## src/rtl/ps2_pkg.sv

```systemverilog
// Shared PS/2 frame definitions: state encoding, frame geometry and parity sense.
package ps2_pkg;

  localparam int   DATA_W     = 8;
  localparam int   FRAME_BITS = 11;   // start + 8 data + parity + stop
  localparam logic PARITY_ODD = 1'b1;

  typedef enum logic [1:0] {
    IDLE = 2'd0,
    DATA = 2'd1,
    PAR  = 2'd2,
    STOP = 2'd3
  } state_t;

  function automatic logic parity_ok(input logic [DATA_W-1:0] d, input logic p);
    return (^{d, p}) == PARITY_ODD;
  endfunction

endpackage

```

## src/rtl/ps2_clk_filter.sv

```systemverilog
// Two-flop synchronizers for ps2c/ps2d, a run-length glitch filter on the clock
// and a falling-edge strobe of the filtered clock.
module ps2_clk_filter #(
  parameter int FILTER_LEN = 8
) (
  input  logic clk,
  input  logic reset,
  input  logic ps2c,
  input  logic ps2d,
  output logic level,
  output logic fall_tick,
  output logic data
);

  logic [1:0]            c_meta;
  logic [1:0]            d_meta;
  logic [FILTER_LEN-1:0] hist;
  logic                  level_q;

  // Everything resets to the idle-high bus level so release never fakes an edge.
  always_ff @(posedge clk or posedge reset) begin
    if (reset) begin
      c_meta  <= '1;
      d_meta  <= '1;
      hist    <= '1;
      level   <= 1'b1;
      level_q <= 1'b1;
    end else begin
      c_meta  <= {c_meta[0], ps2c};
      d_meta  <= {d_meta[0], ps2d};
      hist    <= {hist[FILTER_LEN-2:0], c_meta[1]};
      if (&hist)
        level <= 1'b1;
      else if (~|hist)
        level <= 1'b0;
      level_q <= level;
    end
  end

  assign fall_tick = level_q & ~level;
  assign data      = d_meta[1];

endmodule

```

## src/rtl/ps2_frame_rx.sv

```systemverilog
// PS/2 device-to-host frame receiver: start/8 data LSB-first/odd parity/stop,
// with a mid-frame inactivity timeout.
module ps2_frame_rx
  import ps2_pkg::*;
#(
  parameter int FILTER_LEN  = 8,
  parameter int TIMEOUT_CYC = 200000
) (
  input  logic              clk,
  input  logic              reset,
  input  logic              rx_en,
  input  logic              ps2d,
  input  logic              ps2c,
  output logic              rx_done_tick,
  output logic [DATA_W-1:0] dout,
  output logic              frame_err_tick
);

  localparam int            TW     = $clog2(TIMEOUT_CYC);
  localparam logic [TW-1:0] T_LAST = TW'(TIMEOUT_CYC - 1);
  localparam int            BW     = $clog2(DATA_W);
  localparam logic [BW-1:0] B_LAST = BW'(FRAME_BITS - 4);

  logic clk_level, fall_tick, d_sync, fall;

  ps2_clk_filter #(.FILTER_LEN(FILTER_LEN)) u_filt (
    .clk       (clk),
    .reset     (reset),
    .ps2c      (ps2c),
    .ps2d      (ps2d),
    .level     (clk_level),
    .fall_tick (fall_tick),
    .data      (d_sync)
  );

  // Sample only once the filtered clock has settled low.
  assign fall = fall_tick & ~clk_level;

  state_t            state, state_n;
  logic [BW-1:0]     bcnt, bcnt_n;
  logic [DATA_W-1:0] sr, sr_n, dout_n;
  logic              par, par_n;
  logic [TW-1:0]     tcnt, tcnt_n;
  logic              done_n, err_n, timeout;

  always_ff @(posedge clk or posedge reset) begin
    if (reset) begin
      state          <= IDLE;
      bcnt           <= '0;
      sr             <= '0;
      par            <= 1'b0;
      tcnt           <= '0;
      dout           <= '0;
      rx_done_tick   <= 1'b0;
      frame_err_tick <= 1'b0;
    end else begin
      state          <= state_n;
      bcnt           <= bcnt_n;
      sr             <= sr_n;
      par            <= par_n;
      tcnt           <= tcnt_n;
      dout           <= dout_n;
      rx_done_tick   <= done_n;
      frame_err_tick <= err_n;
    end
  end

  always_comb begin
    state_n = state;
    bcnt_n  = bcnt;
    sr_n    = sr;
    par_n   = par;
    dout_n  = dout;
    done_n  = 1'b0;
    err_n   = 1'b0;
    timeout = 1'b0;
    tcnt_n  = '0;

    // A falling edge always wins over an expiring timeout.
    if (state != IDLE && !fall) begin
      if (tcnt == T_LAST)
        timeout = 1'b1;
      else
        tcnt_n = tcnt + 1'b1;
    end

    case (state)
      IDLE: begin
        if (fall && rx_en && !d_sync) begin
          state_n = DATA;
          bcnt_n  = '0;
        end
      end
      DATA: begin
        if (fall) begin
          sr_n   = {d_sync, sr[DATA_W-1:1]};
          bcnt_n = bcnt + 1'b1;
          if (bcnt == B_LAST)
            state_n = PAR;
        end else if (timeout) begin
          state_n = IDLE;
          err_n   = 1'b1;
        end
      end
      PAR: begin
        if (fall) begin
          par_n   = d_sync;
          state_n = STOP;
        end else if (timeout) begin
          state_n = IDLE;
          err_n   = 1'b1;
        end
      end
      STOP: begin
        if (fall) begin
          state_n = IDLE;
          if (d_sync && parity_ok(sr, par)) begin
            dout_n = sr;
            done_n = 1'b1;
          end else begin
            err_n = 1'b1;
          end
        end else if (timeout) begin
          state_n = IDLE;
          err_n   = 1'b1;
        end
      end
      default: state_n = IDLE;
    endcase
  end

endmodule

```

## config.mk

```make
export PLATFORM = sky130hd
export DESIGN_NAME = ps2_frame_rx
export DESIGN_NICKNAME = d
export VERILOG_FILES = /design/src/rtl/ps2_pkg.sv /design/src/rtl/ps2_clk_filter.sv /design/src/rtl/ps2_frame_rx.sv
export SDC_FILE = /design/constraint.sdc
export NUM_CORES = 1
export LEC_CHECK = 0
export CAP_MARGIN = 10
export CORE_MARGIN = 5
export CORE_UTILIZATION = 47
export DETAILED_ROUTE_END_ITERATION = 10
export GPL_TIMING_DRIVEN = 0
export PLACE_DENSITY = 0.63
export SYNTH_ARGS = -nofsm -noshare
export SYNTH_HDL_FRONTEND = slang
export SYNTH_SLANG_ARGS = --single-unit
```

## constraint.sdc

```tcl
create_clock -name clk -period 5.2 [get_ports clk]
set_input_delay 0.52 -clock clk [delete_from_list [all_inputs] [get_ports clk]]
set_output_delay 0.52 -clock clk [all_outputs]
set_load 0.02 [all_outputs]
```

==> results.txt <==
Of all cell types, the one taking the most synthesized area is sky130_fd_sc_hd__dfrtp_1. The setup clock skew after layout came out at 0.00857 ns. For this run, global-route usage on met1 was measured as 0.170. The final hold violation count was 0.

For the worst setup path, the data arrival time is 2.25 ns. The maximum achievable frequency came out at 0.484 GHz. Headroom to the max-slew limit came out at 0.622. The post-CTS setup buffer count is 0. The count of nets left with antenna violations once routing finished came out at 0. The clock-pin slew reported for the worst setup and hold paths after clock tree synthesis came out at 0.09 ns.

The placer congestion estimate is 0.807. The capture point of the critical path is tcnt[10]. The final-layout setup total negative slack is 0 ns. The netlist uses 41 different library cells. For met3 alone, demand over resource in global routing was 0.0324. The synthesized net count is 249. In the final layout, flip-flops and latches occupy 0.00142 mm². The DRC violation count after routing is 0. Yosys attributes the largest share of cell area to sky130_fd_sc_hd__dfrtp_1, sky130_fd_sc_hd__dfstp_2, sky130_fd_sc_hd__mux2_4. The final setup violation count came out at 0. Subtracting the final worst setup slack from the clock period gives 2.07 ns.

The filler cell count in the final layout came out at 480. The initial antenna violation count came out at 0. The worst hold path cell count came out at 0. The proportion of netlist area held by the largest area contributor came out at 0.401. The core occupancy in the finished layout is 0.539. Summing every instance area after synthesis gives 0.00262 mm². The antenna diode count is 0. The portion of the post-synthesis area used by sequential elements came out at 0.542. The global routing stage identified its most utilized layer as met2. The maximum resistive drop on vdd is 0.146 mV. The reported max-cap violation count is 0.

Synthesis handed over a netlist of 237 instances. The worst setup path is captured at a flip-flop. After detailed routing, the average wire length per cell comes to 13.0 µm. The pin count of the biggest net entering global routing came out at 30. The total of flip-flops plus latches after synthesis is 56. The flow ran to the end, and the final reports show no timing, DRC or antenna violations.

In the finished design, the share of the clock period the worst path needs comes to 0.398. The overall via count from detail_route came out at 1712. The CTS H-tree depth is 2. The detailed-router iteration count before antenna repair is 4. The total number of clock tree sinks is 56. The startpoint type of the worst setup path is a flip-flop.

The areal power density over the cells is 301 mW/mm². In this design, the critical path's most frequently occurring cell is sky130_fd_sc_hd__nor2_1. The average size of a mapped cell is 11.0 µm². The count of boundary I/O pins is 15. The delay of the slowest cell on the worst path is 0.42 ns. The highest net fanout along the worst path came out at 10. The cell sitting at the root of the clock tree is a sky130_fd_sc_hd__clkbuf_8. The region available for standard cell placement spans 0.00547 mm². The count of buffers added on input and output ports is 14. Setup repair after global routing left no endpoint under its margin.

The minimum setup slack among reg-to-reg paths came out at 3.13 ns. The global-route usage over all layers is 0.133. The initial standard-cell utilization of the core came out at 0.479.

The post-layout worst setup margin is 3.13 ns. Tracing the worst setup path back leads to its startpoint at state[1]. In this run the critical register-to-register path is captured at tcnt[10]. Walking the worst path, the cells encountered are inv_1, ha_1, clkbuf_1, nor2_1, a21bo_2, buf_2, buf_1, nor2_1.

TritonCTS built the clock tree. The multi-input combinational cells in the finished layout cover a total of 0.00112 mm². The master of the slowest instance on the critical path is sky130_fd_sc_hd__dfrtp_1. The placed instances occupy a cell area of 0.00287 mm². The growth of design area from synthesis to finish is 12.7%. The start of the worst register-to-register path is state[1].

The critical path is of the reg -> reg type. The number of pins with negative max-slew slack in the final report was 0. The sum of net half-perimeters after detailed placement is 3.07 mm.

The via count of the first global-routing pass came out at 1733. The routed design has 4.31 mm of wire. The net count reported at finish came out at 271. The met2 track demand over resource in global routing is 0.220.

The initialized floorplan defines 27 standard-cell rows. The die span in x is 84.6 µm. The tightest min-delay check is of the reg -> reg type.

The first-pass GRT wire length is 7.75 mm. The height of the chip came out at 84.6 µm. The depth of the most critical reg-to-reg path came out at 8.

For this block, the initial DRC count from the detailed router was 103. For this run the aggregate overflow at the end of global routing stands at 0. The floorplan step defined a die boundary enclosing 0.00716 mm². The total of warnings raised by yosys is 0. The fraction of layout instances using a drive strength above 1 came out at 0.142. The number of buffers added by the clock tree synthesis step is 5. The longest clock path from root to sink contains 2 buffers.

The pin slew with the least headroom to its limit came out at 0.566 ns. The mean number of vias per cell is 5.16. The post-cts gate resize count is 0. The required time at the endpoint of the critical path came out at 5.38 ns. At the later pin of the worst-skew pair, clock insertion delay measures 0.31 ns. The leakage component of the power is 1.34 nW.

The cell area after layout came out at 0.00295 mm². The worst slack at placement came out at 3.12 ns. The hold buffer count at cts is 0.
how the worst min path moves through the flow:
stage / end / from
floorplan: u_filt.c_meta[1] / u_filt.c_meta[0]
global placement: u_filt.hist[0] / u_filt.c_meta[1]
detailed placement: u_filt.c_meta[1] / u_filt.c_meta[0]
CTS: u_filt.c_meta[1] / u_filt.c_meta[0]
global route: u_filt.c_meta[1] / u_filt.c_meta[0]
finish: u_filt.d_meta[1] / u_filt.d_meta[0]
sequential cells by signal, indices dropped and copies added (netlist names):
signal / count
frame_err_tick: 1
u_filt.level_q: 1
rx_done_tick: 1
state: 2
u_filt.d_meta: 2
u_filt.hist: 8
sr: 8
tcnt: 18
u_filt.level: 1
dout: 8
par: 1
bcnt: 3
u_filt.c_meta: 2
Yosys cell counts (all sizes together):
library cell  count
dfrtp            42
nand2            33
nor2             21
dfstp            14
nand4            13
o21ai            12
xor2             11
mux2             10
inv               8
ha                7
nand3             7
clkbuf            6
or3               5
a21oi             4
buf               4
xnor2             4
and2              3
and3              3
nor2b             3
a211oi            2
a32o              2
and4              2
nand2b            2
nor4b             2
nor4bb            2
o21a              2
xnor3             2
a211o             1
a21bo             1
a22oi             1
and4b             1
mux2i             1
nand3b            1
o211ai            1
o22ai             1
o41ai             1
or4               1
xor3              1
area by class of cell:
class / instances / share of cell area
clock buffer: 5 / 0.0233
buffer: 10 / 0.0161
tap: 72 / 0.0305
sequential: 56 / 0.481
inverter: 8 / 0.0102
timing repair buffer: 15 / 0.0543
multi-input combinational: 163 / 0.380
clock inverter: 3 / 0.00466
cells in the final DEF, fill, tap and decap left out, drive strengths merged, types with 2 or more instances in the layout:
cell / n
a32o: 2
inv: 8
clkinv: 3
buf: 5
clkdlybuf4s50: 14
nor4bb: 2
dfrtp: 42
clkbuf: 11
and4: 2
and3: 3
o21a: 2
a21oi: 4
xor2: 11
dfstp: 14
nor2: 21
and2: 3
nand2: 33
nand3: 7
ha: 7
o21ai: 12
xnor3: 2
nand2b: 2
xnor2: 4
nor4b: 2
a211oi: 2
or3: 5
nand4: 13
mux2: 10
nor2b: 3
logic make-up after synthesis:
group	Yosys count	share of synthesized area
xor+xnor	18	0.0764
fa+ha+maj	7	0.0334
simple gates	99	0.191
buf+inv	18	0.0296
compound gates	28	0.0683
mux	11	0.0597
flops	56	0.542
through the flow:
step                      hold slack, ns  power (W)  instances
after floorplan                    0.345   0.000630        237
after global placement             0.346   0.000667        323
after detailed placement           0.348   0.000674        324
after CTS                          0.361   0.000906        332
after global routing               0.363   0.000951        332
final                              0.362   0.000890        332
layer usage:
layer,routed length [µm],vias to the layer above
met5,0,-
li1,-,864
met4,63,0
met1,2070,817
met3,160,5
met2,2020,26
power breakdown:
group          internal (W)  switching (W)  leakage, nW
registers          0.000465      0.0000218        0.731
logic             0.0000711       0.000105        0.562
clock network     0.0000919       0.000135       0.0453
critical path: cells and delay by family (launching register included):
family / cells / cell delay [ns]
fa+ha+maj: 1 / 0.14
simple gates: 2 / 0.22
buf+inv: 4 / 0.96
compound gates: 1 / 0.20
flops: 1 / 0.42
(Power assumes the default switching activity.)
